[config.mk]
export PLATFORM = sky130hd
export DESIGN_NAME = serial_alu_ctrl_flat
export DESIGN_NICKNAME = d
export VERILOG_FILES = /design/src/rtl/alu_pkg.sv /design/src/rtl/serial_alu_ctrl_if.sv /design/src/rtl/_1bit_alu.sv /design/src/rtl/serial_alu_ctrl.sv /design/src/flat_wrapper.sv
export SDC_FILE = /design/constraint.sdc
export NUM_CORES = 1
export LEC_CHECK = 0
export ABC_AREA = 1
export CAP_MARGIN = 0
export CORE_ASPECT_RATIO = 0.5
export CORE_MARGIN = 5
export CORE_UTILIZATION = 41
export DETAILED_ROUTE_END_ITERATION = 12
export HOLD_SLACK_MARGIN = 0.03
export PLACE_DENSITY_LB_ADDON = 0.2
export SLEW_MARGIN = 20
export SYNTH_ARGS = -nofsm -noshare
export SYNTH_HDL_FRONTEND = slang
export SYNTH_SLANG_ARGS = --single-unit
[constraint.sdc]
create_clock -name clk -period 2.3 [get_ports clk]
set_input_delay 0.575 -clock clk [delete_from_list [all_inputs] [get_ports clk]]
set_output_delay 0.575 -clock clk [all_outputs]
set_load 0.1 [all_outputs]
[src/rtl/alu_pkg.sv]
// Shared definitions for the bit-serial ALU sequencer.
//   - ALU op codes as seen on the op input (other codes are illegal)
//   - sequencer state encoding (2 bits, IDLE = 0)
//   - default operand width and a legality helper
package alu_pkg;

    localparam int DEFAULT_WIDTH = 32;

    typedef enum logic [2:0] {
        OP_AND = 3'b000,
        OP_OR  = 3'b001,
        OP_ADD = 3'b010,
        OP_SUB = 3'b110,
        OP_SLT = 3'b111
    } alu_op_e;

    typedef enum logic [1:0] {
        ST_IDLE = 2'd0,
        ST_RUN  = 2'd1,
        ST_DONE = 2'd2
    } state_e;

    function automatic logic op_legal(input logic [2:0] op);
        case (op)
            OP_AND, OP_OR, OP_ADD, OP_SUB, OP_SLT: op_legal = 1'b1;
            default:                               op_legal = 1'b0;
        endcase
    endfunction

endpackage

[src/rtl/serial_alu_ctrl_if.sv]
// Request/response bundle of the bit-serial ALU.
//   master: drives start, op, a, b; observes busy, done, result and flags
//   slave : the sequencer side (serial_alu_ctrl)
interface serial_alu_ctrl_if
    import alu_pkg::*;
#(
    parameter int WIDTH = DEFAULT_WIDTH
);
    logic             start;
    logic [2:0]       op;
    logic [WIDTH-1:0] a;
    logic [WIDTH-1:0] b;
    logic             busy;
    logic             done;
    logic [WIDTH-1:0] result;
    logic             zero;
    logic             overflow;
    logic             c_out;
    logic             err;

    modport master (
        output start, op, a, b,
        input  busy, done, result, zero, overflow, c_out, err
    );

    modport slave (
        input  start, op, a, b,
        output busy, done, result, zero, overflow, c_out, err
    );
endinterface

[src/rtl/_1bit_alu.sv]
// One-bit MIPS ALU slice.
//   a, b   : operand bits          c_in : carry in
//   less   : value passed out for op[1:0] = 11 (SLT)
//   op     : op[2] inverts b, op[1:0] selects AND/OR/ADD/LESS
//   out    : selected result bit   sum  : raw adder bit (the "set" source)
//   c_out  : adder carry out
module _1bit_alu (
    input  logic       a,
    input  logic       b,
    input  logic       c_in,
    input  logic       less,
    input  logic [2:0] op,
    output logic       out,
    output logic       sum,
    output logic       c_out
);
    logic b_eff;

    assign b_eff = b ^ op[2];
    assign sum   = a ^ b_eff ^ c_in;
    assign c_out = (a & b_eff) | (c_in & (a ^ b_eff));

    always_comb begin
        case (op[1:0])
            2'b00:   out = a & b_eff;
            2'b01:   out = a | b_eff;
            2'b10:   out = sum;
            default: out = less;
        endcase
    end
endmodule

[src/rtl/serial_alu_ctrl.sv]
// Bit-serial sequencer: computes one ALU op over WIDTH cycles, LSB first,
// through a single _1bit_alu slice. Owns the carry chain, operand/result
// shift registers, SLT sign fix-up and the start/done handshake.
//   clk   : rising-edge clock
//   reset : synchronous, active-high
//   bus   : slave side of serial_alu_ctrl_if (start/op/a/b in,
//           busy/done/result/zero/overflow/c_out/err out, all registered)
module serial_alu_ctrl
    import alu_pkg::*;
#(
    parameter int WIDTH = DEFAULT_WIDTH
) (
    input  logic              clk,
    input  logic              reset,
    serial_alu_ctrl_if.slave  bus
);
    localparam int CNT_W = $clog2(WIDTH);

    state_e           state_q, state_d;
    logic [WIDTH-1:0] a_q, b_q, result_q;
    logic [2:0]       op_q;
    logic [CNT_W-1:0] cnt_q;
    logic             carry_q;
    logic             zero_q, overflow_q, c_out_q, err_q;

    logic             slice_out, slice_sum, slice_cout;
    logic             last_bit, idle_like, start_legal, start_illegal;
    logic             ovf_raw, set_bit, arith_op;
    logic [WIDTH-1:0] result_shift, result_final;

    _1bit_alu u_slice (
        .a     (a_q[0]),
        .b     (b_q[0]),
        .c_in  (carry_q),
        .less  (1'b0),
        .op    (op_q),
        .out   (slice_out),
        .sum   (slice_sum),
        .c_out (slice_cout)
    );

    assign last_bit      = (cnt_q == CNT_W'(WIDTH - 1));
    assign idle_like     = (state_q == ST_IDLE) || (state_q == ST_DONE);
    assign start_legal   = idle_like && bus.start && op_legal(bus.op);
    assign start_illegal = idle_like && bus.start && !op_legal(bus.op);

    // MSB slice: overflow is carry into MSB xor carry out of MSB; the true
    // sign of (a - b) is the raw sum bit corrected by that overflow.
    assign ovf_raw      = carry_q ^ slice_cout;
    assign set_bit      = slice_sum ^ ovf_raw;
    assign arith_op     = op_q[1];
    assign result_shift = {slice_out, result_q[WIDTH-1:1]};
    assign result_final = (op_q == OP_SLT) ? WIDTH'(set_bit) : result_shift;

    always_ff @(posedge clk) begin
        if (reset) state_q <= ST_IDLE;
        else       state_q <= state_d;
    end

    // NOTE: every signal assigned in a combinational block gets a default
    // first, so no path leaves it unassigned and no latch is inferred.
    always_comb begin
        state_d = state_q;
        case (state_q)
            ST_IDLE, ST_DONE: begin
                if (start_legal)        state_d = ST_RUN;
                else if (start_illegal) state_d = ST_DONE;
                else                    state_d = ST_IDLE;
            end
            ST_RUN:  if (last_bit) state_d = ST_DONE;
            default: state_d = ST_IDLE;
        endcase
    end

    // NOTE: sequential state uses non-blocking assignments so every register
    // samples the pre-edge values, independent of statement order.
    always_ff @(posedge clk) begin
        if (reset) begin
            a_q        <= '0;
            b_q        <= '0;
            op_q       <= '0;
            cnt_q      <= '0;
            carry_q    <= 1'b0;
            result_q   <= '0;
            zero_q     <= 1'b0;
            overflow_q <= 1'b0;
            c_out_q    <= 1'b0;
            err_q      <= 1'b0;
        end else if (start_legal) begin
            a_q     <= bus.a;
            b_q     <= bus.b;
            op_q    <= bus.op;
            cnt_q   <= '0;
            carry_q <= bus.op[2];   // +1 of two's-complement negate for SUB/SLT
        end else if (start_illegal) begin
            result_q   <= '0;
            zero_q     <= 1'b1;
            overflow_q <= 1'b0;
            c_out_q    <= 1'b0;
            err_q      <= 1'b1;
        end else if (state_q == ST_RUN) begin
            a_q     <= a_q >> 1;
            b_q     <= b_q >> 1;
            carry_q <= slice_cout;
            cnt_q   <= cnt_q + CNT_W'(1);
            if (last_bit) begin
                result_q   <= result_final;
                zero_q     <= (result_final == '0);
                overflow_q <= arith_op && (op_q != OP_SLT) && ovf_raw;
                c_out_q    <= arith_op && slice_cout;
                err_q      <= 1'b0;
            end else begin
                result_q <= result_shift;
            end
        end
    end

    assign bus.busy     = (state_q == ST_RUN);
    assign bus.done     = (state_q == ST_DONE);
    assign bus.result   = result_q;
    assign bus.zero     = zero_q;
    assign bus.overflow = overflow_q;
    assign bus.c_out    = c_out_q;
    assign bus.err      = err_q;
endmodule

[src/flat_wrapper.sv]
// flat-port wrapper written by rule: the top's interface ports become plain ports
module serial_alu_ctrl_flat import alu_pkg::*;
#(
    parameter int WIDTH = DEFAULT_WIDTH
)
  (clk, reset, bus_start, bus_op, bus_a, bus_b, bus_busy, bus_done, bus_result, bus_zero, bus_overflow, bus_c_out, bus_err);
  serial_alu_ctrl_if #(.WIDTH(WIDTH)) bus_i ();
  input  logic clk;
  input  logic reset;
  input wire logic [$bits(bus_i.start)-1:0] bus_start;
  input wire logic [$bits(bus_i.op)-1:0] bus_op;
  input wire logic [$bits(bus_i.a)-1:0] bus_a;
  input wire logic [$bits(bus_i.b)-1:0] bus_b;
  output wire logic [$bits(bus_i.busy)-1:0] bus_busy;
  output wire logic [$bits(bus_i.done)-1:0] bus_done;
  output wire logic [$bits(bus_i.result)-1:0] bus_result;
  output wire logic [$bits(bus_i.zero)-1:0] bus_zero;
  output wire logic [$bits(bus_i.overflow)-1:0] bus_overflow;
  output wire logic [$bits(bus_i.c_out)-1:0] bus_c_out;
  output wire logic [$bits(bus_i.err)-1:0] bus_err;
  assign bus_i.start = bus_start;
  assign bus_i.op = bus_op;
  assign bus_i.a = bus_a;
  assign bus_i.b = bus_b;
  assign bus_busy = bus_i.busy;
  assign bus_done = bus_i.done;
  assign bus_result = bus_i.result;
  assign bus_zero = bus_i.zero;
  assign bus_overflow = bus_i.overflow;
  assign bus_c_out = bus_i.c_out;
  assign bus_err = bus_i.err;
  serial_alu_ctrl #(.WIDTH(WIDTH)) u_core (.clk(clk), .reset(reset), .bus(bus_i));
endmodule
# After elaboration in Yosys (flattened, before gate mapping)
# Index checks and enable logic that the tools add are counted.
# totals
regBits	111
latchBits	0
ram_bits	0
rom_bits	0
in_bits	70
output_inout_bits	38
wordCells	89
n_memories	0
# op_classes
addsub	1
mul	0
div	0
n_lt_le_gt_ge	0
n_eq_ne	13
n_shift	0
mux	31
bitwise_logic	11
n_reduce_logical	22
# op_table
op	count
2-to-1 mux 32 bit	10
zero test 32 bit	1
2-to-1 mux 1 bit	16
== test 3 bit (second input constant)	3
logical AND 1 bit	6
2-to-1 mux 2 bit	3
AND reduction 2 bit	3
nonzero test 2 bit	3
adder 5 x 1 -> 5 bit (second input constant)	1
== test 5 bit (second input constant)	1
OR reduction 5 bit	1
XOR 1 bit	5
== test 2 x 1 -> 1 bit (second input constant)	2
== test 2 bit (second input constant)	2
zero test 2 bit	2
inequality test 2 x 1 -> 1 bit (second input constant)	2
one-hot mux 2 bit (2 select lines)	1
OR reduction 2 bit	2
== test 3 x 1 -> 1 bit (second input constant)	1
== test 3 x 2 -> 1 bit (second input constant)	1
zero test 3 bit	1
inequality test 3 bit (second input constant)	1
one-hot mux 1 bit (3 select lines)	1
AND reduction 3 bit	1
5 further kinds	8

# Longest topological paths before layout
# depth
depth_word	11
ltp_mapped	9
mapped_depth_nobuf	8

# Modules after synthesis
# Synthesis repeated with hierarchy kept, for this count alone.
# hier_totals
hier_cells	643
hier_area_um2	4738.3
# by_module_without_submodules
mod	instances	cells_per_inst	area_per_inst_um2	seq_area_each_um2
serial_alu_ctrl	1	623	4621.9	2222.1
_1bit_alu	1	20	116.4	0.0

# Least setup slack after synthesis
# OpenSTA, ideal clock, no wires.
# synth_timing
path_kind	reg-to-output
from	register u_core.state_q[1]
to	output port bus_done
arrival_ns	1.618
required_ns	1.725
path_slack_ns	0.107
path_stages_with_launch	3
n_path_buf	0
path_cell_list	dfxtp_1 inv_1 nor2_1
# synth_between
elab_chain_cells	1
# synth_lines
element	line_no	text
start: declaration	serial_alu_ctrl.sv:19	state_e state_q, state_d;
start signal: assignment	serial_alu_ctrl.sv:57	else state_q <= state_d;
== test 2 bit	serial_alu_ctrl.sv:119	assign bus.done = (state_q == ST_DONE);
end: declaration	flat_wrapper.sv:15	output wire logic [$bits(bus_i.done)-1:0] bus_done;
# Every way passes these cells.

# Worst setup path after layout
# layout_timing
from	register u_core.state_q[0]
to	output port bus_busy
# layout_between
elab_chain_cells	1
# layout_lines
element	line_no	text
== test 2 x 1 -> 1 bit	serial_alu_ctrl.sv:118	assign bus.busy = (state_q == ST_RUN);
end: declaration	flat_wrapper.sv:14	output wire logic [$bits(bus_i.busy)-1:0] bus_busy;
# Every way passes these cells.

==> impl_metrics.toml <==
[floorplanning]
initial_utilization = 0.426
core.rowCount = 27
die_height_um = 86.3
dieWidth_um = 163
floorplan.core_area_mm2 = 0.0112
die_area_mm2 = 0.0140
top_level_ports = 108

[clock_tree]
cts-root-buf = "clkbuf_16"
tritoncts = "yes"
tritoncts.num_buffers = 9
htree_levels = 3
clkTransAtPathRegs_ps = 70
post_cts.repair.setup_buffers = 0
cts_num_sinks = 111
clock_tree.buffer_depth = 2
post_cts_resized = 0
cts-hold-fix-buffers = 0
worst_skew_pair.late_latency_ps = 340

[worst_hold_path]
cell_count_of_the_worst_hold_path = 2
holdCritStartpoint = "u_core.bus.overflow$_SDFFE_PP0P_"
worstHoldPathType = "flop to flop"
hold_path_end = "u_core.bus.overflow$_SDFFE_PP0P_"

[logic_synthesis]
yosysSeqAreaShare = 0.466
dominantRegCellSynth = "dfxtp_1"
yosys_warnings = 0
synth-edff-count = 0
yosysUniqueCellTypes = 29
avgSynthCellArea_um2 = 8.34
mappedNetlistNets = 648
syn-cell-area_mm2 = 0.00477
syn-instance-count = 572
ys_ff_latch = 111
async_reset_ff_frac = 0

[setup_path]
path_max_fanout = 53
setup.reg_to_reg.worst_slack_ps = 380
crit_required_ps = 1730
worstReg2RegEnd = "u_core.bus.result[31]$_SDFFE_PP0P_"
worstReg2RegStart = "u_core.op_q[2]$_SDFFE_PP0P_"
critPathKind = "flop to primary output"
critPathLaunch = "u_core.state_q[0]$_SDFFE_PP0P_"
rr_worst_depth = 7
critPathLaunchType = "flop"
endpoint_kind = "primary output"
crit_arrival_ps = 1420

[place]
routability_congestion_estimate_from_global_placement = 0.739
post_place_setup_slack_ps = 192
place.port_buffers = 107
hpwlAfterDp_mm = 7.53

[timing]
max_slew.worst_pin.slew_ps = 569
rsz0062_at_grt = "no"
achievable-frequency_mhz = 502
setup_slack_ps = 309
timing.clock.skew_ps = 9.34
max_slew_margin = 0.620
period_share = 0.866
finalMaxSlewViolations = 0
timing.final.crit_period_ps = 1990
setup_total_negative_slack_ps = 0
report.final.setup_viol = 0
hold_viol = 0

[finish]
most_frequent_standard_cell_in_the_layout_excluding_fill_and_tap_cells = "dfxtp_1"
fraction_of_layout_instances_using_a_drive_strength_above_1 = 0.141
flow.area_growth_from_synthesis_pct = 28.8
nets = 729
antenna_cells = 0
commonest_cells_after_routing_fill_and_taps_aside = "111 x dfxtp_1, 103 x a21oi_1, 101 x nand3_1"

[drt]
detail_route.drc_violations = 0
final_wl_mm = 11.6
detail_route.first_pass.iterations = 4
ant_nets = 0
drt_initial_violations = 358
route.detailed.vias_per_inst = 5.25
num_vias = 4292
wl_per_cell_um = 14.2

[power]
power.ir.vdd_worst_mv = 0.317
clkPwrFrac = 0.368
power_density_mw_per_mm2 = 684
cell_internal_pwr_mw = 3.13
netSwitchingFraction = 0.254
power.combinational.fraction = 0.143
leak_pwr_nw = 2.21
power.sequential.fraction = 0.489
psw_mw = 1.07

[run_status]
status = "complete, no violations"

[grt]
grt_pass1_vias = 3968
maximum_number_of_pins_on_one_net_before_global_route_repair = 77
global_route_wire_length_before_repair_mm = 19.5
globalRouteOverflowTotal = 0
grt_antenna_before_repair = 0
globalRouteTotalUtil = 0.168

[flow_run]
drv_cap = 0
-- area by class of cell --
class / count / area (um2)
clock buffer: 13 / 250
clock inverter: 3 / 42.5
fill: 1061 / 5040
inverter: 19 / 71.3
multi-input combinational: 393 / 2200
sequential: 111 / 2220
tap: 159 / 199
timing repair buffer: 119 / 1150
-- Yosys cell counts, types with 4 or more instances --
cell type    n  area (um2)
nand2_1     72         270
buf_6        4        45.0
buf_4       10        75.1
nor2_1      28         105
buf_2       19        95.1
a22oi_2     22         275
a22oi_1     37         278
ha_1         4        50.1
nand3_1    101         505
inv_1       16        60.1
nand4_1      4        25.0
a21oi_1    103         515
clkbuf_1    16        60.1
dfxtp_1    111        2220
-- how the worst max path moves through the flow --
stage          slack (ps)                                  to  depth (start not counted)
6_report              310                            bus_busy                          4
5_1_grt               150  u_core.bus.result[31]$_SDFFE_PP0P_                          7
4_1_cts               280                            bus_busy                          4
3_5_place_dp          190          u_core.a_q[7]$_SDFFE_PP0P_                          8
3_3_place_gp          240          u_core.b_q[7]$_SDFFE_PP0P_                          8
2_1_floorplan         110                            bus_done                          2
-- sequential cells by signal, indices dropped and copies added, names as in the netlist, 2 cells and up --
signal	count
u_core.state_q	2
u_core.cnt_q	5
u_core.op_q	3
u_core.bus.result	32
u_core.a_q	32
u_core.b_q	32
-- cell families after synthesis --
logic type                 Yosys count  synth area share
adders and majority gates            6            0.0189
and+or+nand+nor                    214             0.202
xor gates and xnor gates             5           0.00919
DFF                                111             0.466
AOI/OAI and AO/OA                  168             0.232
buffers and inverters               68            0.0727
-- power groups by stage --
stage          logic [mW]  registers [mW]  clock network [mW]
2_1_floorplan       0.364            2.11                   0
3_3_place_gp        0.601            2.10                   0
3_5_place_dp        0.604            2.10                   0
4_1_cts             0.607            2.05                1.60
5_1_grt             0.661            2.06                1.68
6_report            0.600            2.06                1.55
-- worst max-delay path, stage by stage (launching register included) --
cell,delay [ps]
dfxtp_1,380
inv_2,60
nor2_4,120
buf_12,300
buf_12,220
-- stage by stage --
stage | hold WS, ps | utilization | instance area, um2 | power, mW | instances
2_1_floorplan | 444 | - | 4770 | 2.47 | 572
3_3_place_gp | 454 | 0.523 | 5850 | 2.70 | 801
3_5_place_dp | 460 | 0.523 | 5850 | 2.70 | 801
4_1_cts | 470 | 0.549 | 6140 | 4.26 | 817
5_1_grt | 498 | 0.549 | 6140 | 4.40 | 817
6_report | 465 | 0.549 | 6140 | 4.20 | 817
-- layer usage --
layer,vias to the layer above,global-route usage,wire (um)
met5,-,0,0
met4,0,0.0422,80
met3,4,0.0475,688
met2,100,0.266,5430
met1,2019,0.228,5420
li1,2169,-,-
(Power assumes the default switching activity.)
